**config.mk**
```make
export PLATFORM = sky130hd
export DESIGN_NAME = nested_phase_oscillator_flat
export DESIGN_NICKNAME = d
export VERILOG_FILES = /design/src/rtl/nested_phase_oscillator_if.sv /design/src/rtl/nested_phase_oscillator.sv /design/src/flat_wrapper.sv
export SDC_FILE = /design/constraint.sdc
export NUM_CORES = 1
export LEC_CHECK = 0
export ABC_AREA = 0
export CAP_MARGIN = 40
export CORE_MARGIN = 4
export CORE_UTILIZATION = 25
export DETAILED_ROUTE_END_ITERATION = 10
export DONT_BUFFER_PORTS = 1
export PLACE_DENSITY_LB_ADDON = 0.3
export RECOVER_POWER = 25
export SLEW_MARGIN = 20
export SYNTH_ARGS = -nofsm -noshare
export SYNTH_HDL_FRONTEND = slang
export SYNTH_SLANG_ARGS = --single-unit
```
**constraint.sdc**
```tcl
create_clock -name clk -period 3.2 [get_ports clk]
set_input_delay 0.32 -clock clk [delete_from_list [all_inputs] [get_ports clk]]
set_output_delay 0.32 -clock clk [all_outputs]
set_load 0.05 [all_outputs]
```
**src/rtl/nested_phase_oscillator_if.sv**
```systemverilog
`default_nettype none
// ============================================================================
// Module      : nested_phase_oscillator_if
// Description : Configuration valid/ready channel for the nested phase
//               oscillator (cycle length and gammas-per-theta).
// Revision    : 1.0 - initial release
// ============================================================================
interface nested_phase_oscillator_if #(
  parameter int PHASE_W = 8,
  parameter int SLOT_W  = 3
);
  logic               cfg_valid;
  logic               cfg_ready;
  logic [PHASE_W:0]   cfg_cycle_len;
  logic [SLOT_W:0]    cfg_gammas;

  modport master (
    output cfg_valid,
    output cfg_cycle_len,
    output cfg_gammas,
    input  cfg_ready
  );

  modport slave (
    input  cfg_valid,
    input  cfg_cycle_len,
    input  cfg_gammas,
    output cfg_ready
  );
endinterface
`default_nettype wire

```
**src/rtl/nested_phase_oscillator.sv**
```systemverilog
`default_nettype none
// ============================================================================
// Module      : nested_phase_oscillator
// Description : Gamma phase ramp nested inside a theta rhythm. Produces the
//               gamma phase, gamma slot index and cycle/theta start pulses.
//               New configurations are shadowed and take effect only at a
//               theta boundary or on a phase resync.
// Revision    : 1.0 - initial release
// ============================================================================
module nested_phase_oscillator #(
  parameter int PHASE_W    = 8,
  parameter int SLOT_W     = 3,
  parameter int DEF_LEN    = 256,
  parameter int DEF_GAMMAS = 4
) (
  input  wire logic                  clk,
  input  wire logic                  rst_n,
  input  wire logic                  en,
  input  wire logic                  phase_reset,
  nested_phase_oscillator_if.slave   cfg,
  output logic [PHASE_W-1:0]         phase_out,
  output logic [SLOT_W-1:0]          gamma_idx,
  output logic                       cycle_start,
  output logic                       theta_start,
  output logic [PHASE_W:0]           active_len
);

  localparam logic [0:0]        c_st_idle    = 1'b0;
  localparam logic [0:0]        c_st_pending = 1'b1;
  localparam logic [PHASE_W:0]  c_min_len    = (PHASE_W+1)'(2);
  localparam logic [PHASE_W:0]  c_max_len    = {1'b1, {PHASE_W{1'b0}}};
  localparam logic [PHASE_W:0]  c_one_len    = (PHASE_W+1)'(1);
  localparam logic [SLOT_W:0]   c_min_gam    = (SLOT_W+1)'(1);
  localparam logic [SLOT_W:0]   c_max_gam    = {1'b1, {SLOT_W{1'b0}}};

  logic [0:0]          r_state;
  logic [0:0]          w_state_nxt;
  logic [PHASE_W-1:0]  r_phase;
  logic [SLOT_W-1:0]   r_slot;
  logic                r_cycle_start;
  logic                r_theta_start;
  logic [PHASE_W:0]    r_len;
  logic [SLOT_W:0]     r_gammas;
  logic [PHASE_W:0]    r_sh_len;
  logic [SLOT_W:0]     r_sh_gammas;
  logic [PHASE_W:0]    w_clamp_len;
  logic [SLOT_W:0]     w_clamp_gam;
  logic                w_phase_last;
  logic                w_slot_last;
  logic                w_theta_bound;
  logic                w_accept;
  logic                w_apply;
  logic                w_ready;

  // Wrap detection is done at PHASE_W+1 bits so a full 2^PHASE_W length works.
  assign w_phase_last  = ({1'b0, r_phase} == (r_len - c_one_len));
  assign w_slot_last   = ({1'b0, r_slot} == (r_gammas - c_min_gam));
  assign w_theta_bound = en && w_phase_last && w_slot_last;
  assign w_accept      = cfg.cfg_valid && w_ready;
  // Only a config already pending before this cycle can be applied now.
  assign w_apply       = (r_state == c_st_pending) && (phase_reset || w_theta_bound);

  // Clamp requested values into their legal ranges at acceptance.
  always_comb begin
    w_clamp_len = cfg.cfg_cycle_len;
    if (cfg.cfg_cycle_len < c_min_len)      w_clamp_len = c_min_len;
    else if (cfg.cfg_cycle_len > c_max_len) w_clamp_len = c_max_len;
    w_clamp_gam = cfg.cfg_gammas;
    if (cfg.cfg_gammas < c_min_gam)         w_clamp_gam = c_min_gam;
    else if (cfg.cfg_gammas > c_max_gam)    w_clamp_gam = c_max_gam;
  end

  // Config FSM state register.
  always_ff @(posedge clk or negedge rst_n) begin
    if (!rst_n) r_state <= c_st_idle;
    else        r_state <= w_state_nxt;
  end

  // Config FSM next-state: accept in IDLE, release on apply.
  always_comb begin
    w_state_nxt = r_state;
    case (r_state)
      c_st_idle:    if (w_accept) w_state_nxt = c_st_pending;
      c_st_pending: if (w_apply)  w_state_nxt = c_st_idle;
      default:      w_state_nxt = c_st_idle;
    endcase
  end

  // Config FSM outputs.
  always_comb begin
    w_ready = (r_state == c_st_idle);
  end

  // Shadow and active configuration registers.
  always_ff @(posedge clk or negedge rst_n) begin
    if (!rst_n) begin
      r_sh_len    <= (PHASE_W+1)'(DEF_LEN);
      r_sh_gammas <= (SLOT_W+1)'(DEF_GAMMAS);
      r_len       <= (PHASE_W+1)'(DEF_LEN);
      r_gammas    <= (SLOT_W+1)'(DEF_GAMMAS);
    end else begin
      if (w_accept) begin
        r_sh_len    <= w_clamp_len;
        r_sh_gammas <= w_clamp_gam;
      end
      if (w_apply) begin
        r_len    <= r_sh_len;
        r_gammas <= r_sh_gammas;
      end
    end
  end

  // Phase ramp, gamma slot and start pulses; resync beats enable.
  always_ff @(posedge clk or negedge rst_n) begin
    if (!rst_n) begin
      r_phase       <= '0;
      r_slot        <= '0;
      r_cycle_start <= 1'b0;
      r_theta_start <= 1'b0;
    end else if (phase_reset) begin
      r_phase       <= '0;
      r_slot        <= '0;
      r_cycle_start <= 1'b1;
      r_theta_start <= 1'b1;
    end else if (en) begin
      if (w_phase_last) begin
        r_phase       <= '0;
        r_cycle_start <= 1'b1;
        r_slot        <= w_slot_last ? '0 : r_slot + 1'b1;
        r_theta_start <= w_slot_last;
      end else begin
        r_phase       <= r_phase + 1'b1;
        r_cycle_start <= 1'b0;
        r_theta_start <= 1'b0;
      end
    end else begin
      r_cycle_start <= 1'b0;
      r_theta_start <= 1'b0;
    end
  end

  assign phase_out     = r_phase;
  assign gamma_idx     = r_slot;
  assign cycle_start   = r_cycle_start;
  assign theta_start   = r_theta_start;
  assign active_len    = r_len;
  assign cfg.cfg_ready = w_ready;

endmodule
`default_nettype wire

```
**src/flat_wrapper.sv**
```systemverilog
// flat-port wrapper written by rule: the top's interface ports become plain ports
module nested_phase_oscillator_flat 
#(
  parameter int PHASE_W    = 8,
  parameter int SLOT_W     = 3,
  parameter int DEF_LEN    = 256,
  parameter int DEF_GAMMAS = 4
)
  (clk, rst_n, en, phase_reset, phase_out, gamma_idx, cycle_start, theta_start, active_len, cfg_cfg_valid, cfg_cfg_cycle_len, cfg_cfg_gammas, cfg_cfg_ready);
  nested_phase_oscillator_if #(.PHASE_W(PHASE_W), .SLOT_W(SLOT_W)) cfg_i ();
  input  wire logic clk;
  input  wire logic rst_n;
  input  wire logic en;
  input  wire logic phase_reset;
  output logic [PHASE_W-1:0] phase_out;
  output logic [SLOT_W-1:0] gamma_idx;
  output logic cycle_start;
  output logic theta_start;
  output logic [PHASE_W:0] active_len;
  input wire logic [$bits(cfg_i.cfg_valid)-1:0] cfg_cfg_valid;
  input wire logic [$bits(cfg_i.cfg_cycle_len)-1:0] cfg_cfg_cycle_len;
  input wire logic [$bits(cfg_i.cfg_gammas)-1:0] cfg_cfg_gammas;
  output wire logic [$bits(cfg_i.cfg_ready)-1:0] cfg_cfg_ready;
  assign cfg_i.cfg_valid = cfg_cfg_valid;
  assign cfg_i.cfg_cycle_len = cfg_cfg_cycle_len;
  assign cfg_i.cfg_gammas = cfg_cfg_gammas;
  assign cfg_cfg_ready = cfg_i.cfg_ready;
  nested_phase_oscillator #(.PHASE_W(PHASE_W), .SLOT_W(SLOT_W), .DEF_LEN(DEF_LEN), .DEF_GAMMAS(DEF_GAMMAS)) u_core (.clk(clk), .rst_n(rst_n), .en(en), .phase_reset(phase_reset), .cfg(cfg_i), .phase_out(phase_out), .gamma_idx(gamma_idx), .cycle_start(cycle_start), .theta_start(theta_start), .active_len(active_len));
endmodule
```
==> results of run 1 <==
## worst paths after layout
kind	startpoint	endpoint	slack, ns	cells past startpoint
setup / recovery	u_core.active_len[2]	u_core.active_len[6]	0.30	7
hold / removal	cfg_cfg_gammas[3]	u_core.r_sh_gammas[0]	0.12	1
setup reg to reg	u_core.active_len[2]	u_core.active_len[6]	0.30	7
hold reg to reg	u_core.r_sh_gammas[2]	u_core.r_sh_gammas[2]	0.48	2
max in group asynchronous	rst_n	u_core.r_gammas[1]	0.73	2
min in group asynchronous	rst_n	u_core.phase_out[3]	1.24	2
## kinds of logic (layout without fill, tap and decap cells)
family	after synthesis	count (layout)	share of synthesized area, %
flip-flops	40	40	47.8
AND/OR/NAND/NOR	68	68	16.4
AO/OA/AOI/OAI	33	33	11.7
XOR/XNOR	17	17	7.08
adder cells (fa/ha/maj)	4	4	2.38
multiplexers	18	18	11.1
buffers and inverters	15	37	3.57
## cells in the final DEF (no fill, tap or decap), types with 2 or more instances in the layout
cell and count:
nand4b_1 2, nand2_1 18, a211o_1 2, clkbuf_8 5
xnor2_1 15, dfstp_2 4, buf_4 19, o21ai_0 5
mux2_2 6, xor2_1 2, o2bb2ai_1 2, ha_1 4
o31ai_1 2, inv_1 9, nor2_1 17, a31oi_1 3
and3_1 2, dfrtp_1 36, mux2i_1 3, nor3_1 7
nand3_1 4, nand2b_1 5, o22ai_1 3, a21oi_1 3
nand3b_1 2, mux2_4 9, or3_1 3, a22o_1 6
## registers in the layout, indices dropped and copies added (netlist names)
register            count
u_core.active_len       9
u_core.gamma_idx        3
u_core.r_sh_gammas      4
u_core.theta_start      1
u_core.r_sh_len         9
u_core.phase_out        8
u_core.r_state          1
u_core.cycle_start      1
u_core.r_gammas         4
## worst max-delay path: stages (launching register included)
cell and delay, ns:
dfrtp_1 0.48, nor4_2 0.51, nand4b_1 0.15, a311oi_1 0.26, nor3_1 0.09, or3b_1 0.49
a211o_4 0.48, mux2_4 0.32
## per-layer routing
metal	track usage [%]	wire length [um]	part of all wire [%]
met1	13.4	2330	50
met4	3.15	21	0.45
met2	14.1	1980	42
met3	3.79	342	7.3
met5	0	0	0
## through the flow
stage | hold WS (ns) | power [W] | setup slack (ns) | instance area, sq um
after floorplan | 0.0244 | 0.00151 | 0.0390 | 2100
after detailed placement | 0.0266 | 0.00174 | 0.298 | 2340
final | 0.118 | 0.00204 | 0.301 | 2430
after CTS | 0.106 | 0.00208 | 0.283 | 2450
after global routing | 0.103 | 0.00218 | 0.100 | 2430
after global placement | 0.0262 | 0.00173 | 0.381 | 2340
## power breakdown
part / total [W] / internal [W] / switching [W] / leakage [nW]
Clock: 0.000319 / 0.000148 / 0.000171 / 0.0400
Sequential: 0.000797 / 0.000651 / 0.000146 / 0.514
Combinational: 0.000927 / 0.000407 / 0.000519 / 0.535
Total: 0.00204 / 0.00121 / 0.000836 / 1.09
## layout make-up
type	count	area (sq um)	area share, %
multi-input cells	140	1020	42.1
clock inverters	2	12.5	0.514
well taps	105	131	5.40
inverters	9	33.8	1.39
clock buffers	5	68.8	2.83
flip-flops and latches	40	1010	41.4
repair buffers	21	156	6.43
==> impl_metrics.env, run 1 <==
export IMPL_cts_root_buf="clkbuf_8"
export IMPL_fin_cells=322
export IMPL_clockBufferDepth=2
export IMPL_worstPathRequired_ns=3.37
export IMPL_pwr_density_cell_mw_per_mm2=839
export IMPL_pin_count=41
export IMPL_port_buffers=0
export IMPL_syn_nets=217
export IMPL_yosysUniqueCellTypes=44
export IMPL_ant_nets=0
export IMPL_clock_fmax_mhz=345
export IMPL_syn_avg_cell_area_sq_um=10.8
export IMPL_synth_top_area_share_pct=42.8
export IMPL_synth_edf_count=0
export IMPL_clk_pin_slew_ns=0.07
export IMPL_finClkSkew_ns=0.00834
export IMPL_area_delta_synth_final_pct=15.6
export IMPL_worst_pin_slew_ns=2.17
export IMPL_synth_area_sq_mm=0.00210
export IMPL_vdd_drop_max_mv=0.322
export IMPL_cts_setup_buffers=0
export IMPL_die_h_um=99.8
export IMPL_drt_total_wl_um=4670
export IMPL_clk_latency_ns=0.29
export IMPL_vias_per_cell=4.47
export IMPL_synth_common_cells="dfrtp_1 (36), nand2_1 (18), nor2_1 (17)"
export IMPL_antenna_cells=0
export IMPL_slew_headroom_pct=-44.4
export IMPL_nFillCells=847
export IMPL_nNetsFinal=239
export IMPL_first_pass_iters=4
export IMPL_overflow=0
export IMPL_htreeDepth=2
export IMPL_synth_seq_cells=40
export IMPL_leakagePower_nw=1.09
export IMPL_drc=0
export IMPL_async_reset_ff_share_pct=100
export IMPL_run_status="finished with violations"
export IMPL_cts_tree="yes"
export IMPL_final_layout_size_suffix_gt1_share_pct=21.7
export IMPL_clock_sinks=40
export IMPL_rsz0062_at_grt="false"
export IMPL_wl_per_cell_um=14.5
export IMPL_rows=33
export IMPL_initial_core_util_pct=25.6
export IMPL_die_w_um=99.8
export IMPL_arrival_ns=3.07
export IMPL_synth_area_top_cells="dfrtp_1 (43%), mux2_4 (6.4%), xnor2_1 (6.2%)"
export IMPL_violations="capacitance limit, slew limit"
export IMPL_tns_ns=0
export IMPL_grt_util_all_layers_pct=9.79
export IMPL_crit_fanout=14
export IMPL_worstSetupPathType="register to register"
export IMPL_fin_util_pct=29.6
export IMPL_antenna_found_initial=0
export IMPL_yosysTopAreaCell="dfrtp_1"
export IMPL_drt_iter0_markers=33
export IMPL_setup_viol=0
export IMPL_dieArea_sq_mm=0.00995
export IMPL_yosys_most_used_dff="dfrtp_1"
export IMPL_via_count=1439
export IMPL_cp_start_kind="register"
export IMPL_ctsResizeCount=0
export IMPL_setup_worst_path_end_class="register"
export IMPL_grt_pass1_vias=1455
export IMPL_cts_buffers=5
export IMPL_hold_viol_final=0
export IMPL_dpl_cell_count=313
export IMPL_yosysSeqAreaShare_pct=47.8
export IMPL_grt_pass1_wl_um=7620
export IMPL_drv_cap=1
export IMPL_post_route_period_util_pct=90.6
export IMPL_synth_most_common_cell="dfrtp_1"
export IMPL_min_period_ns=2.90
export IMPL_dp_hpwl_um=3550
export IMPL_synth_warnings=0
export IMPL_slew_violations=41
export IMPL_hold_buffers=2
export IMPL_synth_cells=195
export IMPL_routabilityCongestion=0.728
export IMPL_grt_max_degree=41
export IMPL_core_area_sq_mm=0.00822
export IMPL_min_path_type="input port to register"
No activity file was read; power rests on OpenSTA's default activity.
==> inputs of run 2 (changes only) <==
--- a/config.mk
+++ b/config.mk
@@ -9,6 +9,7 @@
 export CAP_MARGIN = 40
 export CORE_MARGIN = 4
 export CORE_UTILIZATION = 25
+export CTS_CLUSTER_DIAMETER = 150
 export DETAILED_ROUTE_END_ITERATION = 10
 export DONT_BUFFER_PORTS = 1
 export PLACE_DENSITY_LB_ADDON = 0.3
==> results of run 2 <==
The final DEF is identical to that of run 1; final timing and power are the same.
==> inputs of run 3 (changes only) <==
--- a/config.mk
+++ b/config.mk
@@ -7,9 +7,12 @@
 export LEC_CHECK = 0
 export ABC_AREA = 0
 export CAP_MARGIN = 40
+export CELL_PAD_IN_SITES_DETAIL_PLACEMENT = 1
+export CELL_PAD_IN_SITES_GLOBAL_PLACEMENT = 2
 export CORE_MARGIN = 4
 export CORE_UTILIZATION = 25
 export CTS_CLUSTER_DIAMETER = 150
+export CTS_CLUSTER_SIZE = 14
 export DETAILED_ROUTE_END_ITERATION = 10
 export DONT_BUFFER_PORTS = 1
 export PLACE_DENSITY_LB_ADDON = 0.3
==> run 3 against run 2 <==
- the run still ends with capacitance limit, slew limit left
- combinational power is 2.5% higher
- power is 1.7% higher
- register-to-register slack improved by 0.02 ns
- wire length is 8.5% higher
- count of clock-buffer cells in the layout unchanged
- fmax is 0.67% higher
- worst setup slack better by 0.019 ns
- first-iteration DRC count increased by 45%
- global-route usage is 1.2 points higher
- highest routed layer unchanged
==> impl_metrics.env, run 3 (synthesized netlist as in run 1, its figures left out) <==
export IMPL_min_period_ns=2.88
export IMPL_grt_util_all_layers_pct=11.0
export IMPL_slew_headroom_pct=-43.9
export IMPL_clock_sinks=40
export IMPL_max_stage_delay_ns=0.49
export IMPL_antenna_found_initial=0
export IMPL_grt_max_degree=41
export IMPL_die_h_um=99.8
export IMPL_slowest_stage="or3b_1"
export IMPL_hold_viol_final=0
export IMPL_path_buf_inv=0
export IMPL_nNetsFinal=239
export IMPL_leakagePower_nw=1.09
export IMPL_core_area_sq_mm=0.00822
export IMPL_ant_nets=0
export IMPL_crit_fanout=14
export IMPL_run_status="finished with violations"
export IMPL_setup_worst_path_end_class="register"
export IMPL_timing_hold_ws_ns=0.114
export IMPL_multi_input_area_sq_mm=0.00102
export IMPL_final_cell_mix="dfrtp_1 (36), buf_4 (19), nand2_1 (18)"
export IMPL_pin_count=41
export IMPL_die_w_um=99.8
export IMPL_vias_per_cell=4.71
export IMPL_post_route_period_util_pct=90.0
export IMPL_grt_pass1_vias=1732
export IMPL_vdd_drop_max_mv=0.276
export IMPL_dieArea_sq_mm=0.00995
export IMPL_htreeDepth=2
export IMPL_antenna_cells=0
export IMPL_cts_tree="yes"
export IMPL_worstSetupPathType="register to register"
export IMPL_crit_family="simple AND/OR/NAND/NOR gates"
export IMPL_first_pass_iters=4
export IMPL_violations="capacitance limit, slew limit"
export IMPL_finClkSkew_ns=0.00964
export IMPL_clk_pin_slew_ns=0.09
export IMPL_cts_root_buf="clkbuf_8"
export IMPL_rsz0062_at_grt="false"
export IMPL_grt_pass1_wl_um=8630
export IMPL_via_count=1516
export IMPL_tns_ns=0
export IMPL_slew_violations=41
export IMPL_area_delta_synth_final_pct=15.6
export IMPL_initial_core_util_pct=25.6
export IMPL_worst_pin_slew_ns=2.16
export IMPL_min_path_type="input port to register"
export IMPL_clock_fmax_mhz=347
export IMPL_wl_per_cell_um=15.8
export IMPL_crit_chain="nor4_2 > nand3_1 > xor2_1 > nand4_1 > or3b_1 > a211o_4 > mux2_4"
export IMPL_clockBufferDepth=2
export IMPL_worstPathRequired_ns=3.38
export IMPL_routabilityCongestion=0.681
export IMPL_setup_viol=0
export IMPL_cts_buffers=5
export IMPL_port_buffers=0
export IMPL_rows=33
export IMPL_dp_hpwl_um=3930
export IMPL_clk_latency_ns=0.30
export IMPL_cp_start_kind="register"
export IMPL_pwr_density_cell_mw_per_mm2=854
export IMPL_ff_latch_area_sq_mm=0.00101
export IMPL_drc=0
export IMPL_overflow=0
export IMPL_nFillCells=930
export IMPL_power_w=0.00208
export IMPL_drv_cap=1
export IMPL_drt_iter0_markers=48
export IMPL_mostFrequentLayoutCell="dfrtp_1"
export IMPL_arrival_ns=3.06
export IMPL_final_layout_size_suffix_gt1_share_pct=21.7
export IMPL_drt_total_wl_um=5070
-- run 3: cell counts in the layout (fill, tap and decap cells not counted) --
No cell type changed its count.
-- run 3: worst reg2reg max path: cells and delay by family (launching register included) --
kind	cells	cell delay (ns)
flops	1	0.47
xor+xnor	1	0.20
mux	1	0.33
compound gates	1	0.49
simple gates	4	1.27
-- run 3: worst paths after layout --
kind | from | to | slack [ns] | cells after the start
worst min-delay path | cfg_cfg_cycle_len[8] | u_core.r_sh_len[0] | 0.11 | 1
worst max register to register | u_core.active_len[2] | u_core.active_len[5] | 0.32 | 7
max in group asynchronous | rst_n | u_core.active_len[6] | 0.76 | 2
min in group asynchronous | rst_n | u_core.phase_out[2] | 1.19 | 2
worst min register to register | u_core.r_sh_gammas[2] | u_core.r_sh_gammas[2] | 0.48 | 2
worst max-delay path | u_core.active_len[2] | u_core.active_len[5] | 0.32 | 7
-- run 3: report_power, final --
part / internal, W / switching (W)
sequential: 0.000651 / 0.000139
clock: 0.000148 / 0.000189
combinational: 0.000420 / 0.000531
-- run 3: area by class of cell --
type                       count  share of cell area, %
multi-input combinational    140                   42.1
sequential                    40                   41.4
timing repair buffer          21                   6.43
tap                          105                   5.40
clock buffer                   5                   2.83
inverter                       9                   1.39
clock inverter                 2                  0.514
-- run 3: through the flow --
stage,utilization (%),cells,instance area (sq um),setup WS (ns)
floorplan,-,195,2100,0.0390
global placement,28.4,313,2340,0.344
detailed placement,28.4,313,2340,0.351
CTS,29.8,322,2450,0.337
global route,29.6,322,2430,0.174
finish,29.6,322,2430,0.321
-- run 3: timing repair --
item / 4_1_cts / 5_1_grt
buffers inserted: 0 / 0
endpoints found under the hold margin: 40 / 0
hold buffers: 2 / 0
gates resized for setup: 0 / 0
-- run 3: layer usage --
metal  track usage [%]  routed length, um  vias to the layer above  part of all wire (%)
li1                  -                  -                      729                     -
met2              17.2               2290                       34                    45
met4              3.15                 47                        0                  0.93
met3              3.86                345                        4                   6.8
met1              14.4               2390                      749                    47
met5                 0                  0                        -                     0
